`config.mk`:
```
export PLATFORM = sky130hd
export DESIGN_NAME = wb_rr_arbiter_flat
export DESIGN_NICKNAME = d
export VERILOG_FILES = /design/src/rtl/wb_rr_arbiter_if.sv /design/src/rtl/wb_rr_arbiter.sv /design/src/flat_wrapper.sv
export SDC_FILE = /design/constraint.sdc
export NUM_CORES = 1
export LEC_CHECK = 0
export CAP_MARGIN = 20
export CORE_AREA = 2 2 107 109
export CTS_CLUSTER_DIAMETER = 30
export DETAILED_ROUTE_END_ITERATION = 8
export DIE_AREA = 0 0 109 111
export GPL_TIMING_DRIVEN = 0
export PLACE_DENSITY = 0.65
export SYNTH_ARGS = -nofsm -noshare
export SYNTH_HDL_FRONTEND = slang
export SYNTH_SLANG_ARGS = --single-unit
```
`constraint.sdc`:
```
create_clock -name clock -period 1.2 [get_ports clock]
set_input_delay 0.12 -clock clock [delete_from_list [all_inputs] [get_ports clock]]
set_output_delay 0.12 -clock clock [all_outputs]
set_load 0.05 [all_outputs]
```
`src/rtl/wb_rr_arbiter_if.sv`:
```
// Signal bundle between the initiator/target environment and wb_rr_arbiter.
// Initiator k owns slice k of the packed address and write-data vectors.
interface wb_rr_arbiter_if #(
    parameter int N_INITIATORS = 2,
    parameter int ADDR_WIDTH   = 32,
    parameter int DATA_WIDTH   = 32
);
    logic [N_INITIATORS*ADDR_WIDTH-1:0] i_adr;
    logic [N_INITIATORS*DATA_WIDTH-1:0] i_dat_w;
    logic [N_INITIATORS-1:0]            i_we;
    logic [N_INITIATORS-1:0]            i_stb;
    logic [N_INITIATORS-1:0]            i_cyc;
    logic [DATA_WIDTH-1:0]              i_dat_r;
    logic [N_INITIATORS-1:0]            i_ack;
    logic [N_INITIATORS-1:0]            i_err;
    logic [ADDR_WIDTH-1:0]              t_adr;
    logic [DATA_WIDTH-1:0]              t_dat_w;
    logic                               t_we;
    logic                               t_stb;
    logic                               t_cyc;
    logic [DATA_WIDTH-1:0]              t_dat_r;
    logic                               t_ack;
    logic [N_INITIATORS-1:0]            grant;

    // The arbiter's own view of the bundle.
    modport slave (
        input  i_adr, i_dat_w, i_we, i_stb, i_cyc, t_dat_r, t_ack,
        output i_dat_r, i_ack, i_err, t_adr, t_dat_w, t_we, t_stb, t_cyc, grant
    );

    // The view of whatever drives initiators and models the target.
    modport master (
        output i_adr, i_dat_w, i_we, i_stb, i_cyc, t_dat_r, t_ack,
        input  i_dat_r, i_ack, i_err, t_adr, t_dat_w, t_we, t_stb, t_cyc, grant
    );
endinterface

```
`src/rtl/wb_rr_arbiter.sv`:
```
// Round-robin Wishbone arbiter: N initiators share one target, one cyc frame per grant.
// Define WB_ARB_TIMEOUT_EN to enable the stalled-beat watchdog with i_err reporting.
module wb_rr_arbiter #(
    parameter int N_INITIATORS   = 2,
    parameter int ADDR_WIDTH     = 32,
    parameter int DATA_WIDTH     = 32,
    parameter int TIMEOUT_CYCLES = 64
) (
    input  logic           clock,
    input  logic           reset,
    wb_rr_arbiter_if.slave bus
);
    localparam int IDX_W = $clog2(N_INITIATORS);

    typedef enum logic {
        IDLE,
        OWNED
    } state_t;

    state_t           state_reg;
    logic [IDX_W-1:0] owner_reg;
    logic [IDX_W-1:0] last_reg;

    logic [ADDR_WIDTH-1:0] adr_arr [N_INITIATORS];
    logic [DATA_WIDTH-1:0] dat_arr [N_INITIATORS];
    logic [IDX_W-1:0]      cand_idx [N_INITIATORS];
    logic [N_INITIATORS-1:0] rot_req;
    logic                  pick_valid;
    logic [IDX_W-1:0]      pick_idx;
    logic                  owned;
    logic                  timeout;

    if (N_INITIATORS < 2 || N_INITIATORS > 8 || TIMEOUT_CYCLES < 1) begin : g_param_check
        $error("wb_rr_arbiter: N_INITIATORS must be 2..8 and TIMEOUT_CYCLES >= 1");
    end

    assign owned = (state_reg == OWNED);

    // Candidate gi is the initiator gi+1 places after the last owner, wrapped mod N.
    for (genvar gi = 0; gi < N_INITIATORS; gi++) begin : g_slice
        logic [IDX_W:0] cand_sum;

        assign adr_arr[gi]  = bus.i_adr[gi*ADDR_WIDTH +: ADDR_WIDTH];
        assign dat_arr[gi]  = bus.i_dat_w[gi*DATA_WIDTH +: DATA_WIDTH];
        assign cand_sum     = {1'b0, last_reg} + (IDX_W+1)'(gi + 1);
        assign cand_idx[gi] = (cand_sum >= (IDX_W+1)'(N_INITIATORS))
                            ? IDX_W'(cand_sum - (IDX_W+1)'(N_INITIATORS))
                            : IDX_W'(cand_sum);
        assign rot_req[gi]  = bus.i_cyc[cand_idx[gi]];

        assign bus.grant[gi] = owned && (owner_reg == IDX_W'(gi));
        assign bus.i_ack[gi] = owned && (owner_reg == IDX_W'(gi)) && bus.t_ack;
        assign bus.i_err[gi] = timeout && (owner_reg == IDX_W'(gi));
    end

    // Nearest requester in rotation order wins.
    always_comb begin
        pick_valid = 1'b0;
        pick_idx   = '0;
        for (int d = N_INITIATORS - 1; d >= 0; d--) begin
            if (rot_req[d]) begin
                pick_valid = 1'b1;
                pick_idx   = cand_idx[d];
            end
        end
    end

    always_ff @(posedge clock) begin
        if (reset) begin
            state_reg <= IDLE;
            owner_reg <= '0;
            last_reg  <= IDX_W'(N_INITIATORS - 1);
        end else begin
            case (state_reg)
                IDLE: begin
                    if (pick_valid) begin
                        owner_reg <= pick_idx;
                        state_reg <= OWNED;
                    end
                end
                OWNED: begin
                    if (!bus.i_cyc[owner_reg]) begin
                        last_reg  <= owner_reg;
                        state_reg <= IDLE;
                    end
                end
                default: state_reg <= IDLE;
            endcase
        end
    end

`ifdef WB_ARB_TIMEOUT_EN
    localparam int CNT_W = $clog2(TIMEOUT_CYCLES + 1);

    logic [CNT_W-1:0] wd_count_reg;
    logic             stall;

    assign stall   = owned && bus.i_stb[owner_reg] && !bus.t_ack;
    assign timeout = stall && (wd_count_reg == CNT_W'(TIMEOUT_CYCLES - 1));

    always_ff @(posedge clock) begin
        if (reset || !stall || timeout) begin
            wd_count_reg <= '0;
        end else begin
            wd_count_reg <= wd_count_reg + CNT_W'(1);
        end
    end
`else
    assign timeout = 1'b0;
`endif

    // A watchdog hit withdraws stb/cyc for that cycle; ownership is untouched.
    always_comb begin
        bus.i_dat_r = bus.t_dat_r;
        bus.t_adr   = '0;
        bus.t_dat_w = '0;
        bus.t_we    = 1'b0;
        bus.t_stb   = 1'b0;
        bus.t_cyc   = 1'b0;
        if (owned) begin
            bus.t_adr   = adr_arr[owner_reg];
            bus.t_dat_w = dat_arr[owner_reg];
            bus.t_we    = bus.i_we[owner_reg];
            bus.t_stb   = bus.i_stb[owner_reg] && !timeout;
            bus.t_cyc   = bus.i_cyc[owner_reg] && !timeout;
        end
    end
endmodule

```
`src/flat_wrapper.sv`:
```
// flat-port wrapper written by rule: the top's interface ports become plain ports
module wb_rr_arbiter_flat 
#(
    parameter int N_INITIATORS   = 2,
    parameter int ADDR_WIDTH     = 32,
    parameter int DATA_WIDTH     = 32,
    parameter int TIMEOUT_CYCLES = 64
)
  (clock, reset, bus_i_adr, bus_i_dat_w, bus_i_we, bus_i_stb, bus_i_cyc, bus_t_dat_r, bus_t_ack, bus_i_dat_r, bus_i_ack, bus_i_err, bus_t_adr, bus_t_dat_w, bus_t_we, bus_t_stb, bus_t_cyc, bus_grant);
  wb_rr_arbiter_if #(.N_INITIATORS(N_INITIATORS), .ADDR_WIDTH(ADDR_WIDTH), .DATA_WIDTH(DATA_WIDTH)) bus_i ();
  input  logic clock;
  input  logic reset;
  input wire logic [$bits(bus_i.i_adr)-1:0] bus_i_adr;
  input wire logic [$bits(bus_i.i_dat_w)-1:0] bus_i_dat_w;
  input wire logic [$bits(bus_i.i_we)-1:0] bus_i_we;
  input wire logic [$bits(bus_i.i_stb)-1:0] bus_i_stb;
  input wire logic [$bits(bus_i.i_cyc)-1:0] bus_i_cyc;
  input wire logic [$bits(bus_i.t_dat_r)-1:0] bus_t_dat_r;
  input wire logic [$bits(bus_i.t_ack)-1:0] bus_t_ack;
  output wire logic [$bits(bus_i.i_dat_r)-1:0] bus_i_dat_r;
  output wire logic [$bits(bus_i.i_ack)-1:0] bus_i_ack;
  output wire logic [$bits(bus_i.i_err)-1:0] bus_i_err;
  output wire logic [$bits(bus_i.t_adr)-1:0] bus_t_adr;
  output wire logic [$bits(bus_i.t_dat_w)-1:0] bus_t_dat_w;
  output wire logic [$bits(bus_i.t_we)-1:0] bus_t_we;
  output wire logic [$bits(bus_i.t_stb)-1:0] bus_t_stb;
  output wire logic [$bits(bus_i.t_cyc)-1:0] bus_t_cyc;
  output wire logic [$bits(bus_i.grant)-1:0] bus_grant;
  assign bus_i.i_adr = bus_i_adr;
  assign bus_i.i_dat_w = bus_i_dat_w;
  assign bus_i.i_we = bus_i_we;
  assign bus_i.i_stb = bus_i_stb;
  assign bus_i.i_cyc = bus_i_cyc;
  assign bus_i.t_dat_r = bus_t_dat_r;
  assign bus_i.t_ack = bus_t_ack;
  assign bus_i_dat_r = bus_i.i_dat_r;
  assign bus_i_ack = bus_i.i_ack;
  assign bus_i_err = bus_i.i_err;
  assign bus_t_adr = bus_i.t_adr;
  assign bus_t_dat_w = bus_i.t_dat_w;
  assign bus_t_we = bus_i.t_we;
  assign bus_t_stb = bus_i.t_stb;
  assign bus_t_cyc = bus_i.t_cyc;
  assign bus_grant = bus_i.grant;
  wb_rr_arbiter #(.N_INITIATORS(N_INITIATORS), .ADDR_WIDTH(ADDR_WIDTH), .DATA_WIDTH(DATA_WIDTH), .TIMEOUT_CYCLES(TIMEOUT_CYCLES)) u_core (.clock(clock), .reset(reset), .bus(bus_i));
endmodule
```
### Word level (Yosys, flattened, before mapping)

Index checks and enable logic that the tools add are counted.

* input bits: 169
* output and inout bits: 105
* register bits: 3

* $lt $le $gt $ge: 6
* muxes and demuxes: 30
* reductions and logical operators: 6
* bitwise gates (word level): 4
* add/subtract/negate cells: 4

Operator list (number)
* two-way mux 32 bit: 8
* two-way mux 1 bit: 21
* >= comparator 2 bit, second input constant: 3
* < comparator 1 x 2 -> 1 bit, second input constant: 3
* logical AND 1 bit: 4
* AND reduction 2 bit: 2
* inverter 1 bit: 3
* adder 1 x 1 -> 2 bit, second input constant: 1
* adder 1 x 2 -> 2 bit, second input constant: 1
* inverter 1 -> 2 bit: 1
* one-hot mux 1 bit (2 select lines): 1
* subtractor 1 bit, second input constant: 2

### Logic depth before layout (Yosys ltp)

* depth after elaboration: 9
* depth in mapped cells: 4
* gate-level depth less buffers: 3

### Worst setup path before layout

No wires, ideal clock.

* path kind: register to output
* start: reg u_core.owner_reg
* end: out bus_i_ack[0]
* setup slack: -0.586 ns
* data arrival time: 1.666 ns
* required time: 1.080 ns
* cell stages (with the launch flop): 4
* cells stage by stage: dfxtp_1 -> buf_6 -> nor2_1 -> and2_1

* word-level cells in the longest chain between the ends: 3

Ends and longest elaborated chain
* start, declared: RTL line wb_rr_arbiter.sv:21 `logic [IDX_W-1:0] owner_reg;`
* start signal, assigned: RTL line wb_rr_arbiter.sv:77 `owner_reg <= pick_idx;`
* inverter 1 bit
* logical AND 1 bit
* net bus_grant[0]: RTL line flat_wrapper.sv:28 `output wire logic [$bits(bus_i.grant)-1:0] bus_grant;`
* logical AND 1 bit: RTL line wb_rr_arbiter.sv:52 `assign bus.i_ack[gi] = owned && (owner_reg == IDX_W'(gi)) && bus.t_ack;`
* end, declared: RTL line flat_wrapper.sv:21 `output wire logic [$bits(bus_i.i_ack)-1:0] bus_i_ack;`

The timed path passes the listed nets, and every way through them passes these cells.

### Worst setup path in the final report

* start: reg u_core.owner_reg
* end: out bus_t_adr[23]

* word-level cells in the longest chain between the ends: 5

Ends and longest elaborated chain
* inverter 1 -> 2 bit (implied by the code): RTL line wb_rr_arbiter.sv:121 `bus.t_adr = adr_arr[owner_reg];`
* two-way mux 32 bit (implied by the code) (3 in series): RTL line wb_rr_arbiter.sv:121
* two-way mux 32 bit: RTL line wb_rr_arbiter.sv:120 `if (owned) begin`
* end, declared: RTL line flat_wrapper.sv:23 `output wire logic [$bits(bus_i.t_adr)-1:0] bus_t_adr;`

No other way between the ends. The select of a mux whose other input is x is not followed.

==> impl_metrics.ini <==
[global_route]
antenna_found_initial = 0
grt_overflow = 0
grt_first_pass_wirelength_um = 11780
grt_use_total_pct = 12.16
grt_max_degree = 11
grt_pass1_vias = 2365

[critical_path]
cp_max_fo = 6
cp.required_ps = 1080
crit_type = reg2out
path_cells = buf_16 -> buf_12 -> buf_12 -> mux2i_4 -> nor2_2 -> buf_6
crit_path_end_kind = output port
start_kind = flop
path_common_cell = buf_12
cp.arrival_ps = 1430
slowest_stage = dfxtp_4
r2r_setup_slack_ps = 110
rr_worst_depth = 5
max_stage_delay_ps = 360

[clock_tree]
clkTransAtPathRegs_ps = 30
postCtsHoldBufs = 0
cts_buffers = 3
cts_sinks = 3
cts_tree = built
h-tree-depth = 1
clkLatencyLatePin_ps = 220
cts.path.max_buffers = 2
cts_root_buf = clkbuf_16

[min_path]
whs_path_depth = 2
hp-class = reg2reg

[routing]
drc = 0
drtIter0Drc = 62
dr_total_vias = 2344
routedWlPerCell_um = 13.64
vias_per_cell = 3.913
routed_wl_um = 8172
antenna_left = 0
drt_first_pass_iters = 3

[power_and_ir_drop]
power.total_mw = 3.263
power_density_nw_per_um2 = 668.5
ir_drop_mv = 0.5964
p_leak_nw = 1.902

[placed_design]
numPortBuffers = 239
gp_congestion = 0.7366
place_inst = 587
place_area_um2 = 4235
hpwl_um = 6619

[finish]
postLayoutCellArea_um2 = 4881
utilization_pct = 44.06
final_common_cell = clkdlybuf4s50_1
nets = 626
drive_above_1_share_pct = 42.76
final_cell_mix = clkdlybuf4s50_1, buf_4, buf_6
syn_to_final_growth_pct = 230.6
final_cells = 599
n_antenna_cell = 0

[floorplan]
ioPinCount = 274
coreArea_um2 = 11080
initial_utilization_pct = 13.33
dieArea_um2 = 12100
die_y_um = 111
row_count = 39
die_w_um = 109

[outcome]
outcome = complete, but fails checks
failed_checks = negative setup slack

[sta]
drv_slew = 0
fin_crit_sh_pct = 129.2
period_needed_ps = 1551
holdWs_ps = 517.3
fmax_ghz = 0.6448
tightest_slew_ps = 507.0
hold_viol = 0
relSlewSlack_pct = 66.09
setup_viol = 71
finClkSkew_ps = 1.350
rsz0062_at_grt = yes
worst_slack_ps = -351.0

[logic_synthesis]
synthDistinctLibCells = 19
synth_area_um2 = 1476
yosys_warnings = 0
yosysSeqAreaShare_pct = 4.068
ys_ff_latch = 3
syn_area_per_cell_um2 = 7.237
synthesis.instances = 204

[flow_run]
max-cap-violations = 0
==> through the flow <==
stage	worst slack [ps]	TNS, ps
detailed placement	-802.4	-50970
global placement	-806.3	-50380
floorplan	-269.9	-11540
CTS	-367.2	-20230
global route	-411.0	-22590
finish	-351.0	-18720
==> logic make-up after synthesis <==
| kind of cell | count (synthesis) | synth area share [%] |
|---|---|---|
| mux | 67 | 45.42 |
| compound gates | 7 | 2.712 |
| buf+inv | 52 | 28.30 |
| simple gates | 74 | 19.24 |
| flops | 3 | 4.068 |
| other cells | 1 | 0.2540 |
==> layer usage <==
layer	GRT usage [%]	vias to the layer above	wire length (um)
li1	-	1154	-
met1	13.11	1053	2837
met2	23.89	131	4513
met3	2.939	6	753
met4	1.368	0	67
met5	0	-	0
==> power breakdown <==
group	leakage (nW)	switching [mW]	total (mW)	internal, mW
Combinational	1.84	1.36	2.62	1.25
Clock	0.0382	0.0879	0.526	0.438
Sequential	0.0257	0.0107	0.119	0.108
==> worst max-delay path, delay by kind of cell (launching register included) <==
kind / cells / cell delay (ps)
simple gates: 1 / 100
flops: 1 / 360
buf+inv: 4 / 580
mux: 1 / 180
==> path summary, 6_finish.rpt <==
check                           startpoint                           end
max          u_core.owner_reg$_SDFFE_PP0P_                 bus_t_adr[23]
min           u_core.last_reg$_SDFFE_PP1P_  u_core.last_reg$_SDFFE_PP1P_
max reg2reg  u_core.owner_reg$_SDFFE_PP0P_       u_core.owned$_SDFF_PP0_
min reg2reg   u_core.last_reg$_SDFFE_PP1P_  u_core.last_reg$_SDFFE_PP1P_
==> synthesized netlist by cell type, drive strengths merged <==
library cell	number	area share, %
a211oi	1	0.51
a21oi	2	0.68
and2	1	0.42
and3	1	0.42
buf	44	26
clkbuf	5	1.3
conb	1	0.25
dfxtp	3	4.1
inv	3	0.76
mux2i	67	45
nand2	2	0.51
nand3	1	0.34
nor2	69	18
o211ai	1	0.51
o21ai	3	1.0
==> final cells by class <==
class,instances,area [um^2]
buffer,49,485.5
clock buffer,4,78.83
fill,1081,6196
inverter,3,13.76
multi-input combinational,150,1490
sequential,3,65.06
tap,143,178.9
timing repair buffer,247,2569
==> repair_timing <==
item,4_1_cts,5_1_grt
gates resized for setup,539,32
pin swaps,1,7
setup buffers,1,4
cloned,3,1
setup endpoints to repair,71,71
No activity file was read; power rests on OpenSTA's default activity.
